`src/rtl/bomb_ctrl_if.sv`:
```
// Bus between the bomb controller and whatever drives its inputs and reads its outputs.
// Inputs are one-cycle pulses, except key (data) and mute_btn (level).
interface bomb_ctrl_if;
  logic       tick;
  logic       arm;
  logic       key_valid;
  logic [3:0] key;
  logic       mute_btn;
  logic       bomb;
  logic       defused;
  logic       u10;
  logic       mute;
  logic [6:0] sec;
  logic [1:0] strikes;

  modport master (
    output tick, arm, key_valid, key, mute_btn,
    input  bomb, defused, u10, mute, sec, strikes
  );

  modport slave (
    input  tick, arm, key_valid, key, mute_btn,
    output bomb, defused, u10, mute, sec, strikes
  );
endinterface

```
`src/rtl/bomb_ctrl.sv`:
```
// Countdown bomb game controller: arm, count down, enter a 4-digit code or explode.
// Optional macro BOMB_CTRL_PENALTY_EN: each wrong code also removes 10 seconds.
module bomb_ctrl #(
  parameter int          START_SEC   = 60,
  parameter logic [15:0] CODE        = 16'h1234,
  parameter int          MAX_STRIKES = 3
) (
  input  logic        clk,
  input  logic        rst,
  bomb_ctrl_if.slave  bus
);

  typedef enum logic [1:0] {
    S_IDLE    = 2'd0,
    S_ARMED   = 2'd1,
    S_BOOM    = 2'd2,
    S_DEFUSED = 2'd3
  } state_t;

  localparam logic [6:0] START_V = 7'(START_SEC);
  localparam logic [1:0] MAX_V   = 2'(MAX_STRIKES);

  state_t     state_r, state_nx_s;
  logic [6:0] sec_r, sec_nx_s;
  logic [1:0] strikes_r, strikes_nx_s;
  logic [1:0] idx_r, idx_nx_s;
  logic       mis_r, mis_nx_s;
  logic       dig_mis_s, wrong_s, right_s, boom_s;
  logic       btn_d_r, mute_r;
  logic       bomb_r, defused_r, u10_r;

  function automatic logic [3:0] code_digit(input logic [1:0] i);
    case (i)
      2'd0:    return CODE[15:12];
      2'd1:    return CODE[11:8];
      2'd2:    return CODE[7:4];
      2'd3:    return CODE[3:0];
      default: return 4'd0;
    endcase
  endfunction

  // Next-state computation; a correct final digit takes priority over a same-cycle tick.
  always_comb begin
    state_nx_s   = state_r;
    sec_nx_s     = sec_r;
    strikes_nx_s = strikes_r;
    idx_nx_s     = idx_r;
    mis_nx_s     = mis_r;
    dig_mis_s    = 1'b0;
    wrong_s      = 1'b0;
    right_s      = 1'b0;
    boom_s       = 1'b0;
    case (state_r)
      S_IDLE: begin
        if (bus.arm) begin
          state_nx_s   = S_ARMED;
          sec_nx_s     = START_V;
          strikes_nx_s = 2'd0;
          idx_nx_s     = 2'd0;
          mis_nx_s     = 1'b0;
        end else begin
          state_nx_s = S_IDLE;
        end
      end
      S_ARMED: begin
        if (bus.key_valid) begin
          dig_mis_s = (bus.key != code_digit(idx_r));
          if (idx_r == 2'd3) begin
            if (mis_r || dig_mis_s) begin
              wrong_s = 1'b1;
            end else begin
              right_s = 1'b1;
            end
          end else begin
            idx_nx_s = idx_r + 2'd1;
            mis_nx_s = mis_r | dig_mis_s;
          end
        end else begin
          idx_nx_s = idx_r;
        end
        if (right_s) begin
          state_nx_s = S_DEFUSED;
        end else begin
          if (bus.tick) begin
            if (sec_r > 7'd1) begin
              sec_nx_s = sec_r - 7'd1;
            end else begin
              sec_nx_s = 7'd0;
              boom_s   = 1'b1;
            end
          end else begin
            sec_nx_s = sec_r;
          end
          if (wrong_s) begin
            strikes_nx_s = strikes_r + 2'd1;
            idx_nx_s     = 2'd0;
            mis_nx_s     = 1'b0;
            if (strikes_nx_s == MAX_V) begin
              boom_s = 1'b1;
            end else begin
              strikes_nx_s = strikes_r + 2'd1;
            end
`ifdef BOMB_CTRL_PENALTY_EN
            // Penalty saturates at zero, and zero means the bomb goes off.
            if (sec_nx_s > 7'd10) begin
              sec_nx_s = sec_nx_s - 7'd10;
            end else begin
              sec_nx_s = 7'd0;
              boom_s   = 1'b1;
            end
`endif
          end else begin
            strikes_nx_s = strikes_r;
          end
          if (boom_s) begin
            state_nx_s = S_BOOM;
          end else begin
            state_nx_s = S_ARMED;
          end
        end
      end
      S_BOOM, S_DEFUSED: begin
        if (bus.arm) begin
          state_nx_s = S_IDLE;
          sec_nx_s   = 7'd0;
        end else begin
          state_nx_s = state_r;
        end
      end
      default: begin
        state_nx_s = S_IDLE;
        sec_nx_s   = 7'd0;
      end
    endcase
  end

  // Game state registers with status flags decoded from the next state so they stay registered.
  always_ff @(posedge clk or negedge rst) begin
    if (!rst) begin
      state_r   <= S_IDLE;
      sec_r     <= 7'd0;
      strikes_r <= 2'd0;
      idx_r     <= 2'd0;
      mis_r     <= 1'b0;
      bomb_r    <= 1'b0;
      defused_r <= 1'b0;
      u10_r     <= 1'b0;
    end else begin
      state_r   <= state_nx_s;
      sec_r     <= sec_nx_s;
      strikes_r <= strikes_nx_s;
      idx_r     <= idx_nx_s;
      mis_r     <= mis_nx_s;
      bomb_r    <= (state_nx_s == S_BOOM);
      defused_r <= (state_nx_s == S_DEFUSED);
      u10_r     <= (state_nx_s == S_ARMED) && (sec_nx_s < 7'd10);
    end
  end

  // Mute toggles once per rising edge of the button, whatever the game state.
  always_ff @(posedge clk or negedge rst) begin
    if (!rst) begin
      btn_d_r <= 1'b0;
      mute_r  <= 1'b0;
    end else begin
      btn_d_r <= bus.mute_btn;
      if (bus.mute_btn && !btn_d_r) begin
        mute_r <= !mute_r;
      end else begin
        mute_r <= mute_r;
      end
    end
  end

  assign bus.bomb    = bomb_r;
  assign bus.defused = defused_r;
  assign bus.u10     = u10_r;
  assign bus.mute    = mute_r;
  assign bus.sec     = sec_r;
  assign bus.strikes = strikes_r;

endmodule

```
`src/flat_wrapper.sv`:
```
// flat-port wrapper written by rule: the top's interface ports become plain ports
module bomb_ctrl_flat 
#(
  parameter int          START_SEC   = 60,
  parameter logic [15:0] CODE        = 16'h1234,
  parameter int          MAX_STRIKES = 3
)
  (clk, rst, bus_tick, bus_arm, bus_key_valid, bus_key, bus_mute_btn, bus_bomb, bus_defused, bus_u10, bus_mute, bus_sec, bus_strikes);
  bomb_ctrl_if bus_i ();
  input  logic clk;
  input  logic rst;
  input wire logic [$bits(bus_i.tick)-1:0] bus_tick;
  input wire logic [$bits(bus_i.arm)-1:0] bus_arm;
  input wire logic [$bits(bus_i.key_valid)-1:0] bus_key_valid;
  input wire logic [$bits(bus_i.key)-1:0] bus_key;
  input wire logic [$bits(bus_i.mute_btn)-1:0] bus_mute_btn;
  output wire logic [$bits(bus_i.bomb)-1:0] bus_bomb;
  output wire logic [$bits(bus_i.defused)-1:0] bus_defused;
  output wire logic [$bits(bus_i.u10)-1:0] bus_u10;
  output wire logic [$bits(bus_i.mute)-1:0] bus_mute;
  output wire logic [$bits(bus_i.sec)-1:0] bus_sec;
  output wire logic [$bits(bus_i.strikes)-1:0] bus_strikes;
  assign bus_i.tick = bus_tick;
  assign bus_i.arm = bus_arm;
  assign bus_i.key_valid = bus_key_valid;
  assign bus_i.key = bus_key;
  assign bus_i.mute_btn = bus_mute_btn;
  assign bus_bomb = bus_i.bomb;
  assign bus_defused = bus_i.defused;
  assign bus_u10 = bus_i.u10;
  assign bus_mute = bus_i.mute;
  assign bus_sec = bus_i.sec;
  assign bus_strikes = bus_i.strikes;
  bomb_ctrl #(.START_SEC(START_SEC), .CODE(CODE), .MAX_STRIKES(MAX_STRIKES)) u_core (.clk(clk), .rst(rst), .bus(bus_i));
endmodule
```
`config.mk`:
```
export PLATFORM = sky130hd
export DESIGN_NAME = bomb_ctrl_flat
export DESIGN_NICKNAME = d
export VERILOG_FILES = /design/src/rtl/bomb_ctrl_if.sv /design/src/rtl/bomb_ctrl.sv /design/src/flat_wrapper.sv
export SDC_FILE = /design/constraint.sdc
export NUM_CORES = 1
export LEC_CHECK = 0
export ABC_CLOCK_PERIOD_IN_PS = 2450
export CAP_MARGIN = 25
export CELL_PAD_IN_SITES_DETAIL_PLACEMENT = 0
export CELL_PAD_IN_SITES_GLOBAL_PLACEMENT = 1
export CORE_MARGIN = 10
export CORE_UTILIZATION = 35
export CTS_CLUSTER_SIZE = 28
export DETAILED_ROUTE_END_ITERATION = 6
export GPL_TIMING_DRIVEN = 0
export PLACE_DENSITY = 0.82
export RECOVER_POWER = 50
export SETUP_SLACK_MARGIN = 0.5
export SYNTH_ARGS = -nofsm -noshare
export SYNTH_HDL_FRONTEND = slang
export SYNTH_SLANG_ARGS = --single-unit
```
`constraint.sdc`:
```
create_clock -name clk -period 2.45 [get_ports clk]
set_input_delay 0.3675 -clock clk [delete_from_list [all_inputs] [get_ports clk]]
set_output_delay 0.3675 -clock clk [all_outputs]
set_load 0.02 [all_outputs]
```
-- Word level (Yosys, flattened, before mapping)
Index checks and enable logic that the tools add are counted.
- word-level logic and storage cells: 84
- memory bits (writable): 0
- register bits after elaboration: 19
- output and inout port bits: 13
- input bits: 10
- bits in latches: 0
- memories kept: 0
- bits in read-only memories: 0
- bitwise gates (word level): 1
- add/sub/neg operators: 3
- $lt $le $gt $ge: 2
- eq/ne operators: 14
- reduce and logical (&&, ||, !) cells: 11
- shift operators: 0
- $mul: 0
- divide/modulo/power cells: 0
- multiplexer cells: 43
- operators with widths (cell ; count):
    2-to-1 mux 7 bit ; 5
    one-hot mux 7 bit (3 select lines) ; 1
    2-to-1 mux 1 bit ; 20
    2-to-1 mux 2 bit ; 10
    one-hot mux 4 bit (4 select lines) ; 1
    equality test 2 bit (second input constant) ; 7
    2-to-1 mux 4 bit ; 2
    one-hot mux 2 bit (2 select lines) ; 2
    > comparator 7 x 1 -> 1 bit (second input constant) ; 1
    < comparator 7 x 4 -> 1 bit (second input constant) ; 1
    subtractor 7 x 1 -> 7 bit (second input constant) ; 1
    equality test 2 x 1 -> 1 bit (second input constant) ; 3
    inequality test 2 bit (second input constant) ; 3
    one-hot mux 2 bit (3 select lines) ; 1
    adder 2 x 1 -> 2 bit (second input constant) ; 2
    zero test 2 bit ; 2
    inequality test 4 bit ; 1
    AND reduction 4 bit ; 1
    logical AND 1 bit ; 2
    zero test 1 bit ; 2
    one-hot mux 1 bit (2 select lines) ; 1
    AND reduction 2 bit ; 1
    nonzero test 2 bit ; 1
    OR reduction 2 bit ; 1
    other kinds (2) ; 2

-- Logic depth before layout (Yosys ltp)
- word-level depth: 18
- depth in mapped cells: 8
- gate-level depth less buffers: 8

-- Worst setup path before layout
Ideal clock, no wire load.
- kind: register -> register
- from: reg u_core.idx_r[0]
- to: reg u_core.u10_r, in the netlist u_core.bus.u10
- setup time: 0.124 ns
- slack: 0.106 ns
- period minus slack after synthesis: 2.344 ns
- data required time: 2.326 ns
- arrival time: 2.220 ns
- cell stages (with the launch flop): 9
- path buffers: 0
- cell sequence: dfrtp_1 -> inv_1 -> ha_1 -> xor2_1 -> or4_2 -> a31o_2 -> o211ai_2 -> or2_2 -> a211oi_2
- elaborated cells between the ends (all ways): 28
- those cells by class: 1 x order compare; 5 x eq/ne; 19 x mux; 3 x reduce/logical
- RTL lines (element ; RTL line ; RTL):
    from (decl) ; bomb_ctrl.sv:26 ; logic [1:0] idx_r, idx_nx_s;
    from (signal assigned) ; bomb_ctrl.sv:152 ; idx_r <= idx_nx_s;
    equality test 2 bit (tied with other cells) ; bomb_ctrl.sv:33, bomb_ctrl.sv:68 ;
    one-hot mux 4 bit (4 select lines) ; bomb_ctrl.sv:33 ; case (i)
    2-to-1 mux 4 bit ; bomb_ctrl.sv:66 ; if (bus.key_valid) begin
    2-to-1 mux 4 bit ; bomb_ctrl.sv:53 ; case (state_r)
    inequality test 4 bit ; bomb_ctrl.sv:67 ; dig_mis_s = (bus.key != code_digit(idx_r));
    logical OR 1 bit ; bomb_ctrl.sv:69 ; if (mis_r || dig_mis_s) begin
    2-to-1 mux 1 bit ; bomb_ctrl.sv:69 ;
    2-to-1 mux 1 bit * ; bomb_ctrl.sv:68 ; if (idx_r == 2'd3) begin
    2-to-1 mux 1 bit * ; bomb_ctrl.sv:66 ;
    2-to-1 mux 1 bit * ; bomb_ctrl.sv:53 ;
    2-to-1 mux 7 bit * ; bomb_ctrl.sv:81 ; if (right_s) begin
    one-hot mux 7 bit (3 select lines) * ; bomb_ctrl.sv:53 ;
    net u_core.sec_nx_s[2] ; bomb_ctrl.sv:24 ; logic [6:0] sec_r, sec_nx_s;
    < comparator 7 x 4 -> 1 bit * ; bomb_ctrl.sv:156 ; u10_r <= (state_nx_s == S_ARMED) && (sec_nx_s < 7'd10);
    logical AND 1 bit * ; bomb_ctrl.sv:156 ;
    to (signal assigned) ; bomb_ctrl.sv:156 ;
    to (decl) ; bomb_ctrl.sv:30 ; logic bomb_r, defused_r, u10_r;
The timed path passes the listed nets; every way through them passes the cells marked *. The select of a mux whose other input is x is not followed.
A chain may end at the register's enable or synchronous reset.

-- Worst setup path after layout
- from: in bus_key_valid
- to: reg u_core.u10_r, in the netlist u_core.bus.u10
- elaborated cells between the ends (all ways): 15
- those cells by class: 1 x order compare; 1 x eq/ne; 12 x mux; 1 x reduce/logical
- RTL lines (element ; RTL line ; RTL):
    from (decl) ; flat_wrapper.sv:14 ; input wire logic [$bits(bus_i.key_valid)-1:0] bus_key_valid;
    2-to-1 mux 1 bit ; bomb_ctrl.sv:66 ;
    2-to-1 mux 1 bit ; bomb_ctrl.sv:53 ;
    2-to-1 mux 7 bit ; bomb_ctrl.sv:81 ;
    one-hot mux 7 bit (3 select lines) ; bomb_ctrl.sv:53 ;
    net u_core.sec_nx_s[5] ; bomb_ctrl.sv:24 ;
    < comparator 7 x 4 -> 1 bit ; bomb_ctrl.sv:156 ;
    logical AND 1 bit ; bomb_ctrl.sv:156 ;
The timed path passes the listed nets, and every way through them passes these cells. The select of a mux whose other input is x is not followed.

==> impl_metrics.json <==
{
  "num_rows": 21,
  "clkSinkCount": 19,
  "syn_inst": 124,
  "htree_levels": 1,
  "criticalPathCategory": "in -> reg",
  "fin_cells": 208,
  "first_pass_iters": 4,
  "ioPinCount": 23,
  "power_density_mw_per_mm2": 1368,
  "n_antenna_cell": 0,
  "worstSetupEndpointType": "flop",
  "worst_ep_required_time_ns": 2.68,
  "hold_buffers": 0,
  "cts_tree": "built",
  "post-route-worst-setup-slack_ns": -0.008466,
  "path_cells": "clkdlybuf4s50_1 -> nand4bb_2 -> o41a_1 -> mux2i_1 -> o2bb2ai_2 -> or4_4 -> a211oi_2",
  "antenna_found_initial": 0,
  "setup_violations": 1,
  "slowest_stage": "clkdlybuf4s50_1",
  "num-nets-final": 180,
  "path_max_fanout": 7,
  "status": "finished, violations left",
  "finalClockSkew_ns": 0.01053,
  "synth_area_mm2": 0.001185,
  "finalHoldViolCount": 0,
  "period_needed_ns": 2.458,
  "wl_mm": 3.233,
  "wire_per_inst_um": 15.54,
  "hold_path_class": "reg -> reg",
  "drtIter0Drc": 132,
  "arrival_ns": 2.69,
  "slew_headroom": 0.3994,
  "cp-start-kind": "input pin",
  "max_stage_delay_ns": 0.64,
  "synth_cell_type_count": 45,
  "cts_buffers": 3,
  "drc": 0,
  "place_inst": 191,
  "grt_pass1_wl_mm": 5.002,
  "die_x_um": 78.19,
  "yosysWarnings": 0,
  "leakagePower_uw": 0.0007364,
  "period_share": 1.003,
  "cap_violations": 0,
  "path_clk_slew_ns": 0.12,
  "grt_setup_unrepaired": "yes",
  "die_h_um": 78.19,
  "final_cell_mix": "17 x dfrtp_1, 15 x clkdlybuf4s50_1, 13 x buf_4",
  "routed_via_density": 5.500,
  "core-area_mm2": 0.003311,
  "grt_use_total": 0.09745,
  "clockBufferDepth": 2,
  "irDropWorstVdd_mv": 0.6501,
  "io_buffers": 21,
  "dieArea_mm2": 0.006113,
  "path_buf_inv": 1,
  "ant_nets": 0,
  "fmax_ghz": 0.4068,
  "layout_commonest_cell": "dfrtp_1",
  "yosys_register_bits": 19,
  "cts-root-buf": "clkbuf_4",
  "gr-total-overflow": 0,
  "ys_dominant_reg_cell": "dfrtp_1",
  "grt_pass1_vias": 1085,
  "yosysSeqAreaShare": 0.4013,
  "grt_max_degree": 20,
  "syn_nets": 141,
  "layout-drive-gt1-share": 0.3395,
  "insertion_delay_ns": 0.32,
  "failed_checks": "setup timing",
  "area_delta_synth_final_pct": 50.90,
  "critPathTopFamily": "compound AO/OA/AOI/OAI gates",
  "vias": 1144,
  "worstMarginPinSlew_ns": 0.8979,
  "synth_edf_count": 0,
  "start_util": 0.3579,
  "synth.avg_cell_area_um2": 9.556,
  "final_max_slew_viol_count": 0,
  "hpwl_mm": 2.183,
  "finalPower_uw": 2447,
  "fillers": 314,
  "gp_congestion": 0.8862,
  "ys_async_sr_fraction": 1.000
}
## synth_stat cells (all sizes together) (2+ instances only)
library cell | number | area (um2)
inv | 8 | 30.03
xnor2 | 3 | 26.28
o41a | 2 | 22.52
or4 | 4 | 31.28
nor2b | 2 | 12.51
o41ai | 2 | 17.52
ha | 7 | 87.58
nor2 | 13 | 48.80
nor3 | 4 | 20.02
nand2 | 5 | 18.77
nand4 | 2 | 12.51
nor4 | 2 | 12.51
o21ai | 8 | 40.04
dfrtp | 19 | 475.5
or2 | 2 | 12.51
nand2b | 4 | 25.02
a21oi | 5 | 25.02
o211ai | 2 | 20.02
and2 | 2 | 12.51
nand3 | 2 | 10.01
xor2 | 2 | 17.52
a211oi | 4 | 35.03
## final cells by class
cell class	instances	area [um2]	area share
buffer	2	11.26	0.006298
clock buffer	3	22.52	0.01260
clock inverter	1	5.005	0.002799
inverter	8	30.03	0.01680
multi-input combinational	95	872.1	0.4878
sequential	19	478.0	0.2673
tap	46	57.56	0.03219
timing repair buffer	34	311.5	0.1742
## logic make-up after synthesis
family,Yosys count,synth area share
muxes,2,0.01795
DFF,19,0.4013
AOI/OAI and AO/OA,35,0.2218
buffers and inverters,10,0.03485
and+or+nand+nor,46,0.2133
adders and majority gates,7,0.07391
xor gates and xnor gates,5,0.03697
## routing by layer
layer	up-vias	wire [um]	share of wire	GRT usage
li1	541	-	-	-
met3	8	194	0.060	0.03075
met4	0	58	0.018	0.02867
met5	-	0	0	0
met2	34	1633	0.51	0.1669
met1	561	1346	0.42	0.1136
## state kept, by name, summed over array words and instances, names as in the netlist
name,cells
u_core.mis_r,1
u_core.bus.strikes,2
u_core.idx_r,2
u_core.bus.defused,1
u_core.bus.bomb,1
u_core.bus.sec,7
u_core.bus.u10,1
u_core.btn_d_r,1
u_core.state_r,2
u_core.bus.mute,1
## worst paths after layout
check | startpoint | slack [ns] | to | cells past startpoint
min in group asynchronous | rst | 0.60 | u_core.bus.sec[0]$_DFFE_PN0P_ | 1
setup / recovery | bus_key_valid | -0.008 | u_core.bus.u10$_DFF_PN0_ | 7
max in group asynchronous | rst | 1.24 | u_core.idx_r[1]$_DFFE_PN0P_ | 1
setup reg to reg | u_core.idx_r[0]$_DFFE_PN0P_ | 0.01 | u_core.bus.u10$_DFF_PN0_ | 7
hold / removal | u_core.bus.mute$_DFFE_PN0P_ | 0.47 | u_core.bus.mute$_DFFE_PN0P_ | 1
hold reg to reg | u_core.bus.mute$_DFFE_PN0P_ | 0.47 | u_core.bus.mute$_DFFE_PN0P_ | 1
## power by group
part           leakage [uW]  switching [uW]  internal (uW)
Combinational      0.000489             830            831
Sequential         0.000229             165            445
Clock             0.0000177             114           61.1
## through the flow
step	hold slack (ns)	setup WS, ns	utilization	TNS, ns	cell area, um2
after global placement	0.4610	-0.2170	0.4539	-0.2170	1503
final	0.4718	-0.008466	0.5401	-0.008466	1788
after detailed placement	0.4615	-0.2366	0.4539	-0.2366	1503
after CTS	0.4832	0.03690	0.4970	0	1645
after floorplan	0.07191	0.2337	-	0	1235
after global routing	0.4917	-0.1090	0.5401	-0.1090	1788
## repair_timing
action                                  in CTS  in global routing
gates resized for setup                     14                 18
gates cloned                                 0                  0
pin swaps                                    8                  7
endpoints found under the setup margin      16                 16
buffers inserted                             6                  7
Power figures use the tool's default switching activity.
==> RTL edit 1 (same flow settings) <==
Build with the macro `BOMB_CTRL_PENALTY_EN` defined.
--- a/src/rtl/bomb_ctrl.sv
+++ b/src/rtl/bomb_ctrl.sv
@@ -2,2 +2,4 @@
 // Optional macro BOMB_CTRL_PENALTY_EN: each wrong code also removes 10 seconds.
+`define BOMB_CTRL_PENALTY_EN
+
 module bomb_ctrl #(
Check against the original RTL: not equivalent (a bounded check fails within 10 cycles, from zero or initial values and one cycle with rst low).
==> RTL edit 1 against the unedited design <==
The run still ends with setup timing left; synthesized area grew 35%; routed wire length grew 35%; design area up 29%; synthesized cell count rose by 44%; sequential cell count is the same; first-iteration DRC count is 37% lower; sequential power decreased by 9.0%; total power up 27%; utilization down 1.4 points; setup slack worse by 0.69 ns; clock power up 25%; clock skew shrank 0.0080 ns; fmax decreased by 22%.
==> RTL edit 1: results (changes against the unedited design) <==
| Metric | Value |
|---|---|
| Status | finished, violations left (unchanged) |
| Failing checks | setup timing (unchanged) |
| First-pass GRT wire length | 7520 um (was 5000 um) |
| Leak pwr | 0.000953 uW (was 0.000736 uW) |
| Clock skew | 0.00249 ns (was 0.0105 ns) |
| Mux contribution to synthesized area | 2.58% (was 1.80%) |
| DRT iter0 DRCs | 83 (was 132) |
| Final RePlAce weighted congestion | 0.857 (was 0.886) |
| Largest stage delay on the critical path | 0.53 ns (was 0.64 ns) |
| Number of CTS-inserted buffers | 3 (unchanged) |
| Hold Violations, Final | 0 (unchanged) |
| WP data arrival | 3.31 ns (was 2.69 ns) |
| Slowest-stage cell, CP | or4_4 (was clkdlybuf4s50_1) |
| XOR/XNOR share of the synthesized area | 4.92% (was 3.70%) |
| Syn Nets | 196 (was 141) |
| Ant diodes | 0 (unchanged) |
| Clk root buf | clkbuf_8 (was clkbuf_4) |
| Final wirelength | 4370 um (was 3230 um) |
| Netlist cell types | 58 (was 45) |
| Setup violators final | 12 (was 1) |
| Async SR Flop Fraction | 100% (unchanged) |
| Final nets | 249 (was 180) |
| Largest net degree at the start of global routing | 20 (unchanged) |
| Setup_tns | -5.14 ns (was -0.00847 ns) |
| Clk buf depth | 2 (unchanged) |
| Detail Placement HPWL | 3060 um (was 2180 um) |
| Via Count | 1543 (was 1144) |
| Synth top area cells | dfrtp_1, ha_1, xnor2_1, o21ai_0, nor2_1 (was dfrtp_1, ha_1, nor2_1, o21ai_0, inv_1) |
| CP max FO | 3 (was 7) |
| Largest family of logic cells by synthesized area | simple AND/OR/NAND/NOR gates (was compound AO/OA/AOI/OAI gates) |
| Drt wl/cell | 15.5 um (about the same) |
| Initial antenna violation count | 0 (unchanged) |
| Router iterations before antenna repair | 4 (unchanged) |
| Clock transition at path regs | 0.07 ns (was 0.12 ns) |
| Cell taking the most area after synthesis | dfrtp_1 (unchanged) |
| Syn Inst Count | 178 (was 124) |
| Adder-cell share of the synthesized area | 6.25% (was 7.39%) |
| Pre-CTS setup slack | -0.799 ns (was -0.237 ns) |
| Top delay family on crit path | simple AND/OR/NAND/NOR gates (was compound AO/OA/AOI/OAI gates) |
| Slack of the critical path | -0.696 ns (was -0.00847 ns) |
| Layout cells sized above 1 | 37.0% (was 34.0%) |
| Ys Warns | 0 (unchanged) |
| Cts hold-fix bufs | 0 (unchanged) |
| Fillers | 396 (was 314) |
| Tightest Hold Check Type | register to register (unchanged) |
| Slew HR | 43.7% (was 39.9%) |
| Worst VDD drop | 0.780 mV (was 0.650 mV) |
| Register area share after synthesis | 29.7% (was 40.1%) |
| Synth Area in Compound Gates | 21.4% (was 22.2%) |
| Max FFs per register | 7 (unchanged) |
| I/O Buffers | 21 (unchanged) |
| H-tree levels | 1 (unchanged) |
| Commonest cells post-synth | dfrtp_1, nor2_1, nand2_1 (was dfrtp_1, nor2_1, inv_1, o21ai_0, ha_1) |
| GRT Resource Usage Total | 11.8% (was 9.74%) |
| Worst skew pair latency | 0.25 ns (was 0.32 ns) |
RTL edit 1: worst paths after layout:
| path | end | start | slack (ns) | cells past startpoint |
|---|---|---|---|---|
| max in group asynchronous | u_core.idx_r[0]$_DFFE_PN0P_ | rst | 1.21 | 1 |
| worst max-delay path | u_core.bus.u10$_DFF_PN0_ | u_core.bus.sec[4]$_DFF_PN0_ | -0.70 | 13 |
| min in group asynchronous | u_core.btn_d_r$_DFF_PN0_ | rst | 0.66 | 1 |
| worst max register to register | u_core.bus.u10$_DFF_PN0_ | u_core.bus.sec[4]$_DFF_PN0_ | -0.70 | 13 |
| worst min-delay path | u_core.bus.mute$_DFFE_PN0P_ | u_core.bus.mute$_DFFE_PN0P_ | 0.48 | 1 |
| worst min register to register | u_core.bus.mute$_DFFE_PN0P_ | u_core.bus.mute$_DFFE_PN0P_ | 0.48 | 1 |
RTL edit 1: power by group:
| part | switching (uW) | internal (uW) | total (uW) | leakage (uW) |
|---|---|---|---|---|
| Clock | 102 | 116 | 218 | 0.0000228 |
| Combinational | 1150 | 1180 | 2330 | 0.000692 |
| Sequential | 120 | 435 | 555 | 0.000238 |
RTL edit 1: layout make-up:
cell class	count	area, um2	share of cell area (%)
clock buffers	4	45.0	1.95
multi-input cells	137	1130	49.1
repair buffers	48	424	18.4
flip-flops and latches	19	480	20.8
inverters	12	45.0	1.95
plain buffers	10	114	4.94
well taps	52	65.1	2.82
RTL edit 1: worst register-to-register path, stage by stage (launching register included):
cell	delay (ns)
dfrtp_2	0.41
buf_6	0.12
or4_4	0.53
nor3b_4	0.23
nor2_1	0.06
mux2i_1	0.20
ha_2	0.24
a41oi_2	0.04
o211ai_1	0.12
o2111ai_2	0.17
nor2b_4	0.19
a31o_4	0.24
or3b_4	0.37
nor4_2	0.14
RTL edit 1: logic make-up after synthesis:
group / after synthesis
mux: 4
fa+ha+maj: 8
xor+xnor: 9
buf+inv: 22
simple gates: 67
flops: 19
compound gates: 49
RTL edit 1: metal layers:
layer,GRT usage (%),up-vias,part of all wire (%)
met4,2.90,0,0.71
met1,15.3,744,47
met2,19.4,36,48
met5,0,-,0
li1,-,757,-
met3,2.60,6,4.5
RTL edit 1: what timing repair did:
| action | in CTS | in global routing |
|---|---|---|
| gates resized for setup | 20 | 22 |
| pin swaps | 13 | 9 |
| setup buffers | 18 | 9 |
| endpoints found under the hold margin | 0 | 0 |
| setup endpoints to repair | 16 | 16 |
RTL edit 1: stage by stage:
| step | utilization (%) | power (uW) | instance area [um2] |
|---|---|---|---|
| floorplan | - | 1800 | 1630 |
| global route | 52.6 | 3340 | 2300 |
| detailed placement | 43.5 | 2280 | 1910 |
| finish | 52.6 | 3100 | 2300 |
| CTS | 48.9 | 2860 | 2140 |
| global placement | 43.5 | 2270 | 1910 |
==> RTL edit 2 (same flow settings) <==
Without the edit above. Reset style: synchronous (`rst`), changed in 2 clocked blocks.
--- a/src/rtl/bomb_ctrl.sv
+++ b/src/rtl/bomb_ctrl.sv
@@ -137,3 +137,3 @@
   // Game state registers with status flags decoded from the next state so they stay registered.
-  always_ff @(posedge clk or negedge rst) begin
+  always_ff @(posedge clk) begin
     if (!rst) begin
@@ -160,3 +160,3 @@
   // Mute toggles once per rising edge of the button, whatever the game state.
-  always_ff @(posedge clk or negedge rst) begin
+  always_ff @(posedge clk) begin
     if (!rst) begin
Check against the original RTL: differs if rst is asserted again (counterexample within 4 cycles, from zero or initial values and one cycle with rst low); with rst held inactive, the same outputs for 10 cycles.
==> RTL edit 2 against the unedited design <==
Setup slack better by 0.24 ns; sequential cell count unchanged; via count about the same; design area decreased by 11%; sequential share of layout area is 1.9 points lower; clock skew fell by 0.0040 ns; die area up 0.47%; synthesized area increased by 0.63%; routed wire length is 2.1% lower; critical path type unchanged; critical endpoint is now u_core.bus.u10$_SDFF_PN0_.
Power is not compared: it rests on default switching activity, and its combinational part moved more than twofold at a synthesized area within 25%.
==> RTL edit 2: results (changes against the unedited design) <==
| Metric | Value |
|---|---|
| Leak pwr | 0.000649 uW |
| Final Non-Filler Cells | 218 (was 208) |
| Count of plain and timing-repair buffers in the layout | 29 (was 36) |
| Dominant synthesized flop cell | dfxtp_1 (was dfrtp_1) |
| XOR/XNOR share of the synthesized area | 3.67% (was 3.70%) |
| Status | finished, final reports clean (was finished, violations left) |
| CP max FO | 4 (was 7) |
| WP data arrival | 2.44 ns (was 2.69 ns) |
| Worst skew pair latency | 0.30 ns (was 0.32 ns) |
| Async SR Flop Fraction | 0% (was 100%) |
| I/O Buffers | 22 (was 21) |
| Tightest Hold Check Type | register to register (unchanged) |
| Share of cell area taken by multi-input logic gates | 51.5% (was 48.8%) |
| First-pass GRT wire length | 5160 um (was 5000 um) |
| Vias in the first global route | 1141 (was 1085) |
| Netlist cell types | 46 (was 45) |
| Syn Nets | 162 (was 141) |
| Largest stage delay on the critical path | 0.47 ns (was 0.64 ns) |
| Clock skew | 0.00656 ns (was 0.0105 ns) |
| Final nets | 190 (was 180) |
| Pre-CTS setup slack | -0.0250 ns (was -0.237 ns) |
| Register area share after synthesis | 31.9% (was 40.1%) |
| Slew of the pin with the lowest slew margin | 0.533 ns (was 0.898 ns) |
| DRT iter0 DRCs | 124 (was 132) |
| Commonest cells post-synth | nor2_1, dfxtp_1, a21oi_1, inv_1, ha_1 (was dfrtp_1, nor2_1, inv_1, o21ai_0, ha_1) |
| Setup violators final | 0 (was 1) |
| Syn Std Cell Area | 0.00119 mm2 (was 0.00118 mm2) |
| Mux contribution to synthesized area | 2.52% (was 1.80%) |
| Layout cells sized above 1 | 15.7% (was 34.0%) |
| Top delay family on crit path | simple AND/OR/NAND/NOR gates (was compound AO/OA/AOI/OAI gates) |
| Area growth syn-to-layout | 33.4% (was 50.9%) |
| FF+latch area | 394 um2 (was 478 um2) |
| Signal buffers share of area | 16.5% (was 18.1%) |
| Vias/cell | 5.24 (was 5.50) |
| Synth Area in Compound Gates | 21.3% (was 22.2%) |
| Flip-flop and latch count | 19 (unchanged) |
| Largest net degree at the start of global routing | 12 (was 20) |
| Most frequently used cell type in the post-synthesis netlist | nor2_1 (was dfrtp_1) |
| Ant diodes | 0 (unchanged) |
| Adder-cell share of the synthesized area | 7.35% (was 7.39%) |
| Final RePlAce weighted congestion | 0.859 (was 0.886) |
| Multi-input gates | 112 (was 95) |
| Initial antenna violation count | 0 (unchanged) |
| Drt wl/cell | 14.5 um (was 15.5 um) |
| Detail Placement HPWL | 2340 um (was 2180 um) |
| Placed Cells | 213 (was 191) |
| Syn Inst Count | 145 (was 124) |
| Placed cell areas | 0.00149 mm2 (was 0.00150 mm2) |
| Synth top area cells | dfxtp_1, nor2_1, ha_1, a21oi_1, and2_1 (was dfrtp_1, ha_1, nor2_1, o21ai_0, inv_1) |
| Fillers | 341 (was 314) |
| GRT Resource Usage Total | 10.1% (was 9.74%) |
| Clk cell area share | 1.73% (was 1.54%) |
-- RTL edit 2: cell count changes after synthesis, sizes merged, moves of 2 or more --
cell    delta
a21oi      +3
and2       +3
buf        +2
clkbuf     +2
dfrtp     -19
dfxtp     +19
mux2i      +2
nor2      +13
nor3       -2
o21ai      -4
o41a       -2
o41ai      -2
or2        -2
or4        -4
-- RTL edit 2: final timing paths --
path                                              startpoint  cells past startpoint                        end  slack [ns]
worst max-delay path                              bus_key[0]                      7  u_core.bus.u10$_SDFF_PN0_        0.23
worst min-delay path               u_core.mis_r$_SDFFE_PN0P_                      2  u_core.mis_r$_SDFFE_PN0P_        0.54
worst max register to register  u_core.bus.sec[1]$_SDFF_PN0_                      8  u_core.bus.u10$_SDFF_PN0_        0.23
worst min register to register     u_core.mis_r$_SDFFE_PN0P_                      2  u_core.mis_r$_SDFFE_PN0P_        0.54
-- RTL edit 2: timing repair --
| action | CTS | global route |
|---|---|---|
| pin swaps | 5 | 4 |
| hold buffers | 0 | 0 |
| gates resized for setup | 9 | 6 |
| endpoints found under the setup margin | 10 | 11 |
| setup buffers | 1 | 0 |
-- RTL edit 2: tightest hold or removal path: cells and delay by family, from the launching register on --
family           cells  cell delay (ns)
AO/OA/AOI/OAI        1             0.12
AND/OR/NAND/NOR      1             0.04
flip-flops           1             0.34
-- RTL edit 2: power breakdown --
group	internal, uW	leakage, uW	switching (uW)
clock	60.8	0.0000177	97.0
sequential	333	0.000159	29.8
combinational	135	0.000473	155
-- RTL edit 2: layer usage --
metal | vias up | routed length (um) | track usage, %
met4 | 0 | 46 | 2.87
met5 | - | 0 | 0
met3 | 4 | 224 | 3.53
met1 | 533 | 1350 | 11.5
li1 | 575 | - | -
met2 | 31 | 1540 | 17.5
